**src/rtl/eep_spi_responder.sv**
```systemverilog
// SPI mode-0 responder modelling the calibration EEPROM: 16-bit frames {op, addr, data}
// decoded against a byte array, read data returned on MISO during the following frame.
module eep_spi_responder #(
    parameter int         ADDR_W      = 6,
    parameter logic [7:0] INIT_VAL    = 8'h00,
    parameter int         SYNC_STAGES = 2
) (
    input  logic       clk,
    input  logic       rst,
    input  logic       SS_n,
    input  logic       SCLK,
    input  logic       MOSI,
    output logic       MISO,
    output logic       MISO_oe,
    output logic       frame_done,
    output logic [1:0] last_cmd
);
    localparam int DEPTH = 1 << ADDR_W;

    typedef enum logic [1:0] {
        IDLE  = 2'd0,
        SHIFT = 2'd1,
        DONE  = 2'd2
    } state_t;

    // SYNC_STAGES must be at least 2 for the slice below to be legal.
    logic [SYNC_STAGES-1:0] ss_sync_q, ss_sync_d;
    logic [SYNC_STAGES-1:0] sclk_sync_q, sclk_sync_d;
    logic [SYNC_STAGES-1:0] mosi_sync_q, mosi_sync_d;
    logic                   ss_prev_q, ss_prev_d;
    logic                   sclk_prev_q, sclk_prev_d;

    state_t      state_q, state_d;
    logic [4:0]  bit_cnt_q, bit_cnt_d;
    logic [4:0]  bit_cnt_inc;
    logic [15:0] rx_shift_q, rx_shift_d;
    logic [15:0] tx_shift_q, tx_shift_d;
    logic [7:0]  rd_byte_q, rd_byte_d;
    logic [1:0]  last_cmd_q, last_cmd_d;
    logic        frame_done_q, frame_done_d;

    logic              ss_s, sclk_s, mosi_s;
    logic              ss_fall, ss_rise, sclk_rise, sclk_fall;
    logic              mem_we;
    logic [ADDR_W-1:0] mem_addr;
    logic [7:0]        mem_wdata;

    // Array is deliberately outside the reset domain: contents survive rst.
    logic [7:0] mem_q [DEPTH] = '{default: INIT_VAL};

    always_comb begin
        ss_sync_d   = {ss_sync_q[SYNC_STAGES-2:0], SS_n};
        sclk_sync_d = {sclk_sync_q[SYNC_STAGES-2:0], SCLK};
        mosi_sync_d = {mosi_sync_q[SYNC_STAGES-2:0], MOSI};
        ss_s        = ss_sync_q[SYNC_STAGES-1];
        sclk_s      = sclk_sync_q[SYNC_STAGES-1];
        mosi_s      = mosi_sync_q[SYNC_STAGES-1];
        ss_prev_d   = ss_s;
        sclk_prev_d = sclk_s;
        ss_fall     = ss_prev_q & ~ss_s;
        ss_rise     = ~ss_prev_q & ss_s;
        sclk_rise   = ~sclk_prev_q & sclk_s;
        sclk_fall   = sclk_prev_q & ~sclk_s;
    end

    assign mem_addr  = rx_shift_q[8 +: ADDR_W];
    assign mem_wdata = rx_shift_q[7:0];

    always_comb begin
        state_d      = state_q;
        bit_cnt_d    = bit_cnt_q;
        rx_shift_d   = rx_shift_q;
        tx_shift_d   = tx_shift_q;
        rd_byte_d    = rd_byte_q;
        last_cmd_d   = last_cmd_q;
        frame_done_d = 1'b0;
        mem_we       = 1'b0;
        bit_cnt_inc  = bit_cnt_q + 5'd1;

        case (state_q)
            IDLE: begin
                if (ss_fall) begin
                    tx_shift_d = {8'h00, rd_byte_q};
                    bit_cnt_d  = 5'd0;
                    state_d    = SHIFT;
                end
            end
            SHIFT: begin
                if (ss_rise) begin
                    state_d = IDLE;
                end else begin
                    if (sclk_rise) begin
                        rx_shift_d = {rx_shift_q[14:0], mosi_s};
                        bit_cnt_d  = bit_cnt_inc;
                        if (bit_cnt_inc == 5'd16) begin
                            state_d      = DONE;
                            frame_done_d = 1'b1;
                        end
                    end
                    if (sclk_fall) begin
                        tx_shift_d = {tx_shift_q[14:0], 1'b0};
                    end
                end
            end
            DONE: begin
                // frame_done_q is high for exactly the first DONE cycle: decode once here.
                if (frame_done_q) begin
                    last_cmd_d = rx_shift_q[15:14];
                    case (rx_shift_q[15:14])
                        2'b01:   mem_we = 1'b1;
                        2'b00:   rd_byte_d = mem_q[mem_addr];
                        default: ;
                    endcase
                end
                if (ss_rise) begin
                    state_d = IDLE;
                end
            end
            default: state_d = IDLE;
        endcase
    end

    always_ff @(posedge clk) begin
        if (rst) begin
            ss_sync_q    <= '1;
            sclk_sync_q  <= '0;
            mosi_sync_q  <= '0;
            ss_prev_q    <= 1'b1;
            sclk_prev_q  <= 1'b0;
            state_q      <= IDLE;
            bit_cnt_q    <= 5'd0;
            rx_shift_q   <= 16'h0000;
            tx_shift_q   <= 16'h0000;
            rd_byte_q    <= 8'h00;
            last_cmd_q   <= 2'b00;
            frame_done_q <= 1'b0;
        end else begin
            ss_sync_q    <= ss_sync_d;
            sclk_sync_q  <= sclk_sync_d;
            mosi_sync_q  <= mosi_sync_d;
            ss_prev_q    <= ss_prev_d;
            sclk_prev_q  <= sclk_prev_d;
            state_q      <= state_d;
            bit_cnt_q    <= bit_cnt_d;
            rx_shift_q   <= rx_shift_d;
            tx_shift_q   <= tx_shift_d;
            rd_byte_q    <= rd_byte_d;
            last_cmd_q   <= last_cmd_d;
            frame_done_q <= frame_done_d;
        end
    end

    always_ff @(posedge clk) begin
        if (mem_we && !rst) begin
            mem_q[mem_addr] <= mem_wdata;
        end
    end

    assign MISO       = tx_shift_q[15];
    assign MISO_oe    = ~ss_s;
    assign frame_done = frame_done_q;
    assign last_cmd   = last_cmd_q;

endmodule

```
**config.mk**
```make
export PLATFORM = sky130hd
export DESIGN_NAME = eep_spi_responder
export DESIGN_NICKNAME = d
export VERILOG_FILES = /design/src/rtl/eep_spi_responder.sv
export SDC_FILE = /design/constraint.sdc
export NUM_CORES = 1
export LEC_CHECK = 0
export ABC_AREA = 1
export CAP_MARGIN = 25
export CORE_ASPECT_RATIO = 1.1
export CORE_MARGIN = 5
export CORE_UTILIZATION = 60
export CTS_BUF_LIST = sky130_fd_sc_hd__clkbuf_16
export DETAILED_ROUTE_END_ITERATION = 16
export PLACE_DENSITY = 0.76
export SLEW_MARGIN = 20
export SYNTH_ARGS = -nofsm -noshare
export SYNTH_HDL_FRONTEND = slang
export SYNTH_SLANG_ARGS = --single-unit
export TNS_END_PERCENT = 5
```
**constraint.sdc**
```tcl
create_clock -name clk -period 2.8 [get_ports clk]
set_input_delay 0.56 -clock clk [delete_from_list [all_inputs] [get_ports clk]]
set_output_delay 0.56 -clock clk [all_outputs]
set_load 0.02 [all_outputs]
```
## Word level (Yosys, flattened, before mapping)

Memories as Yosys holds them, arrays and structs flattened. A register that Yosys moved wholly into a read port is not among the register bits.
Index checks and enable logic that the tools add are counted.

- Reduce and logical (&&, ||, !) cells: 12
- Equal/unequal tests: 11
- Multiplexer cells: 20
- Bitwise gates (word level): 11
- Add/sub/neg operators: 1

Operators with widths:

| cell | number |
|---|---|
| $mux 16 | 3 |
| $pmux 16 s2 | 1 |
| $mux 5 | 3 |
| $reduce_and 4->1 | 3 |
| $mux 2 | 5 |
| $ne 2x2->1 const B | 5 |
| $pmux 5 s2 | 1 |
| $not 1->1 | 7 |
| $mux 1 | 6 |
| $ne 3x3->1 const B | 2 |
| $pmux 2 s3 | 1 |
| $reduce_and 3->1 | 2 |
| $add 5x1->5 const B | 1 |
| $eq 5x5->1 const B | 1 |
| $and 1x1->1 | 4 |
| $eq 2x1->1 const B | 2 |
| $logic_not 2->1 | 2 |
| $reduce_or 4->1 | 1 |
| $eq 2x2->1 const B | 1 |
| $reduce_and 2->1 | 1 |
| $reduce_bool 2->1 | 1 |
| $logic_and 1x1->1 | 1 |
| $logic_not 1->1 | 1 |

- Memories kept: 1
- Logic and storage cells: 67
- Memory bits (writable): 512
- Output and inout bits: 5
- Bits in registers: 50

Memories:

| memory | words | bits a word | rd ports | clocked after Yosys merged registers in | write ports | line | RTL |
|---|---|---|---|---|---|---|---|
| mem_q | 64 | 8 | 1 | 1 | 1 | 49 | `logic [7:0] mem_q [DEPTH] = '{default: INIT_VAL};` |

## Depth between registers and ports, before layout

- Depth in word-level cells: 7
- Mapped depth: 13

## Least setup slack after synthesis

No wires, ideal clock.

- Path kind: register to register
- Start point: register state_q[1]
- End point: memory mem_q[0][0] (enable)
- Stages on the path, launching flop included: 7
- Data arrival time: 1.684 ns
- Slack: 0.746 ns
- Required time: 2.429 ns
- Period minus slack after synthesis: 2.054 ns
- Cell sequence: dfxtp_1 -> inv_1 -> nor2_2 -> nand2_1 -> nor4_4 -> nand3_1 -> nor2_1

- Word-level cells in the longest chain between the ends: 5

Ends and longest elaborated chain:

| element | line | RTL |
|---|---|---|
| start: declaration | 33 | `state_t state_q, state_d;` |
| start signal: assignment | 143 | `state_q <= state_d;` |
| $eq 2x2->1 | 80 | `case (state_q)` |
| $mux 1 | 80 |  |
| $logic_and 1x1->1 | 154 | `if (mem_we && !rst) begin` |
| $mux 1 | 154 |  |
| $mux 1 (not written as such) | 155 | `mem_q[mem_addr] <= mem_wdata;` |
| end: declaration | 49 |  |

No other way between the ends.

==> metrics.txt <==
full die area=44300 µm²; post-CTS setup buffer count=0; initial antenna violation count=0; CTS clk-pin slew, worst paths=60 ps; Worst VDD drop=0.442 mV; Worst Setup SP=rx_shift_q[8]$_SDFFE_PP0P_; detailed placement HPWL=35500 µm; MaxCap Viol Count=0; clock share of power=0.419; # hold bufs at CTS=0; largest net degree at the start of global routing=87; Hold Vio Cnt, Final=0; post_cts resized=0; DIE HEIGHT=220 µm; final WL=57400 µm; Tcrit/Tclk final=0.922; status=finished clean; overall power=0.0161 W; min-delay src=sclk_sync_q[0]$_SDFF_PP0_; post-synth top area share=0.637; number of global-route vias before repair=16000; total gr overflow=0; worst reg2reg startpoint=rx_shift_q[8]$_SDFFE_PP0P_; clk root buf=clkbuf_16; Routability Congestion=0.931; clk_skew=20.7 ps; worst path required time=3280 ps; Critical Path End Type=flip-flop; final antenna-violating net count=0; final setup fails=0; RSZ-0062 raised after global routing=false; top cells by count, synth=nand2_1, edfxtp_1, inv_1; DRT iter0 DRCs=2252; clock latency on the worst-skew pair=590 ps; setup_tns=0 ps; Gate power share=0.013; Placeable Area=40000 µm²; cell area power density=594 nW/µm²; H-tree depth=2; initial core utilization=0.604; Die X=201 µm; Post-synth ARST share=0; number of remaining DRC errors=0; Post-synth EDFFs=512; post-layout util=0.679; CP max FO=86; first-pass GRT wire length=88300 µm; Leak=11.5 nW; # diodes=0; first-pass iteration count of the detailed router=8; via/cell ratio=5.52; top-count cell post-synth=nand2_1; clk buf depth=3; synth unique cells=29; Area Overhead vs Synth=12.5%; f_max=387 MHz; Sw Share=0.194; Mapped Nets=2356; #FFs+latches synth=570; post-synthesis sequential area ratio=0.685; I/O pins=10; Setup CP Type=flip-flop to flip-flop; Max-slew headroom=0.350; FP Rows=77; Period minus WS final=2580 ps; port bufs=9; CTS tree=done; net switching power of the design=0.00313 W; Worst-Margin Slew=972 ps; Worst Path Arrival=3060 ps; Hold Crit Class=flip-flop to flip-flop; Main synth FF type=edfxtp_1; Reg power frac=0.568; CTS Buf Count=52; Synth Instances=2350; Pint=0.0130 W; Startpoint Class=flip-flop; Ys Warns=0; GRT Total Usage=0.259; Slew Limit Fails=0; vias=16500; area leader, netlist=edfxtp_1; wire length per cell=19.3 µm; largest cells by area after synthesis=edfxtp_1, nand2_1, inv_1; syn avg cell area=10.3 µm²; share of cells above drive strength 1=0.102; mapped cell area=24100 µm²; number of clock sinks=570; Net count, final=2438
-- power groups by stage --
stage | Clock [W] | Sequential (W) | Combinational [W]
final | 0.00676 | 0.00916 | 0.000217
after global routing | 0.00716 | 0.00915 | 0.000237
after CTS | 0.00683 | 0.00916 | 0.000213
after detailed placement | 0 | 0.00934 | 0.000211
after global placement | 0 | 0.00934 | 0.000206
after floorplan | 0 | 0.00933 | 0.000151
-- final cells by class --
type | instances | area [µm²]
fillers | 2816 | 12800
multi-input cells | 1249 | 5520
well taps | 513 | 642
clock buffers | 55 | 1380
inverters | 433 | 1630
repair buffers | 126 | 1180
flip-flops and latches | 570 | 16500
clock inverters | 37 | 246
-- sequential cells by signal (all words and copies together) (netlist names) --
register and count:
state_q 2, ss_sync_q 2, ss_prev_q 1, sclk_prev_q 1, rd_byte_q 8, bit_cnt_q 5, mem_q 512, mosi_sync_q 2
last_cmd 2, tx_shift_q 16, frame_done 1, sclk_sync_q 2, rx_shift_q 16
-- kinds of logic (layout without fill, tap and decap cells) --
| group | Yosys count | count (layout) | share of synthesized area |
|---|---|---|---|
| AO/OA/AOI/OAI | 183 | 183 | 0.0436 |
| XOR/XNOR | 2 | 2 | 0.000726 |
| adder cells (fa/ha/maj) | 1 | 1 | 0.000518 |
| buffers and inverters | 531 | 651 | 0.0868 |
| flip-flops | 570 | 570 | 0.685 |
| AND/OR/NAND/NOR | 1063 | 1063 | 0.183 |
-- per-stage QoR --
stage	setup slack (ps)	cells	hold WS, ps	area (µm²)
global placement	263	2891	391	25500
global route	128	2983	410	27100
detailed placement	222	2891	399	25500
floorplan	746	2350	388	24100
finish	219	2983	410	27100
CTS	297	2983	407	27100
-- layer usage --
metal | part of all wire | track usage
met4 | 0.047 | 0.123
met3 | 0.091 | 0.0362
met1 | 0.37 | 0.333
met5 | 0 | 0
met2 | 0.49 | 0.445
-- layout by cell type (no fill, tap or decap), types with 10 or more instances in the layout --
cell type / netlist / layout
nor2_1: 197 / 194
buf_4: 6 / 100
o21ai_0: 66 / 66
buf_12: 0 / 17
o211ai_1: 50 / 50
nand2_1: 607 / 607
clkbuf_16: 0 / 55
or2_2: 33 / 33
edfxtp_1: 512 / 512
clkinv_1: 0 / 13
nand3_1: 210 / 210
inv_1: 422 / 434
dfxtp_1: 58 / 49
a21oi_1: 36 / 36
o21ai_1: 23 / 23
inv_2: 10 / 10
-- critical path: stages, from the launching register on --
cell and delay [ps]:
dfxtp_4 670, buf_12 370, nand2_1 110, o211ai_1 150, nand2_1 80, o21ai_0 540, nand3_1 230, nor2_1 190
a21oi_1 80
-- worst paths after layout --
path | to | slack, ps | depth (start not counted)
max reg2reg | rd_byte_q[7]$_SDFFE_PP0P_ | 220 | 8
max | rd_byte_q[7]$_SDFFE_PP0P_ | 220 | 8
min reg2reg | sclk_sync_q[1]$_SDFF_PP0_ | 410 | 2
min | sclk_sync_q[1]$_SDFF_PP0_ | 410 | 2
Note: power is estimated with default switching activity, not from simulation.
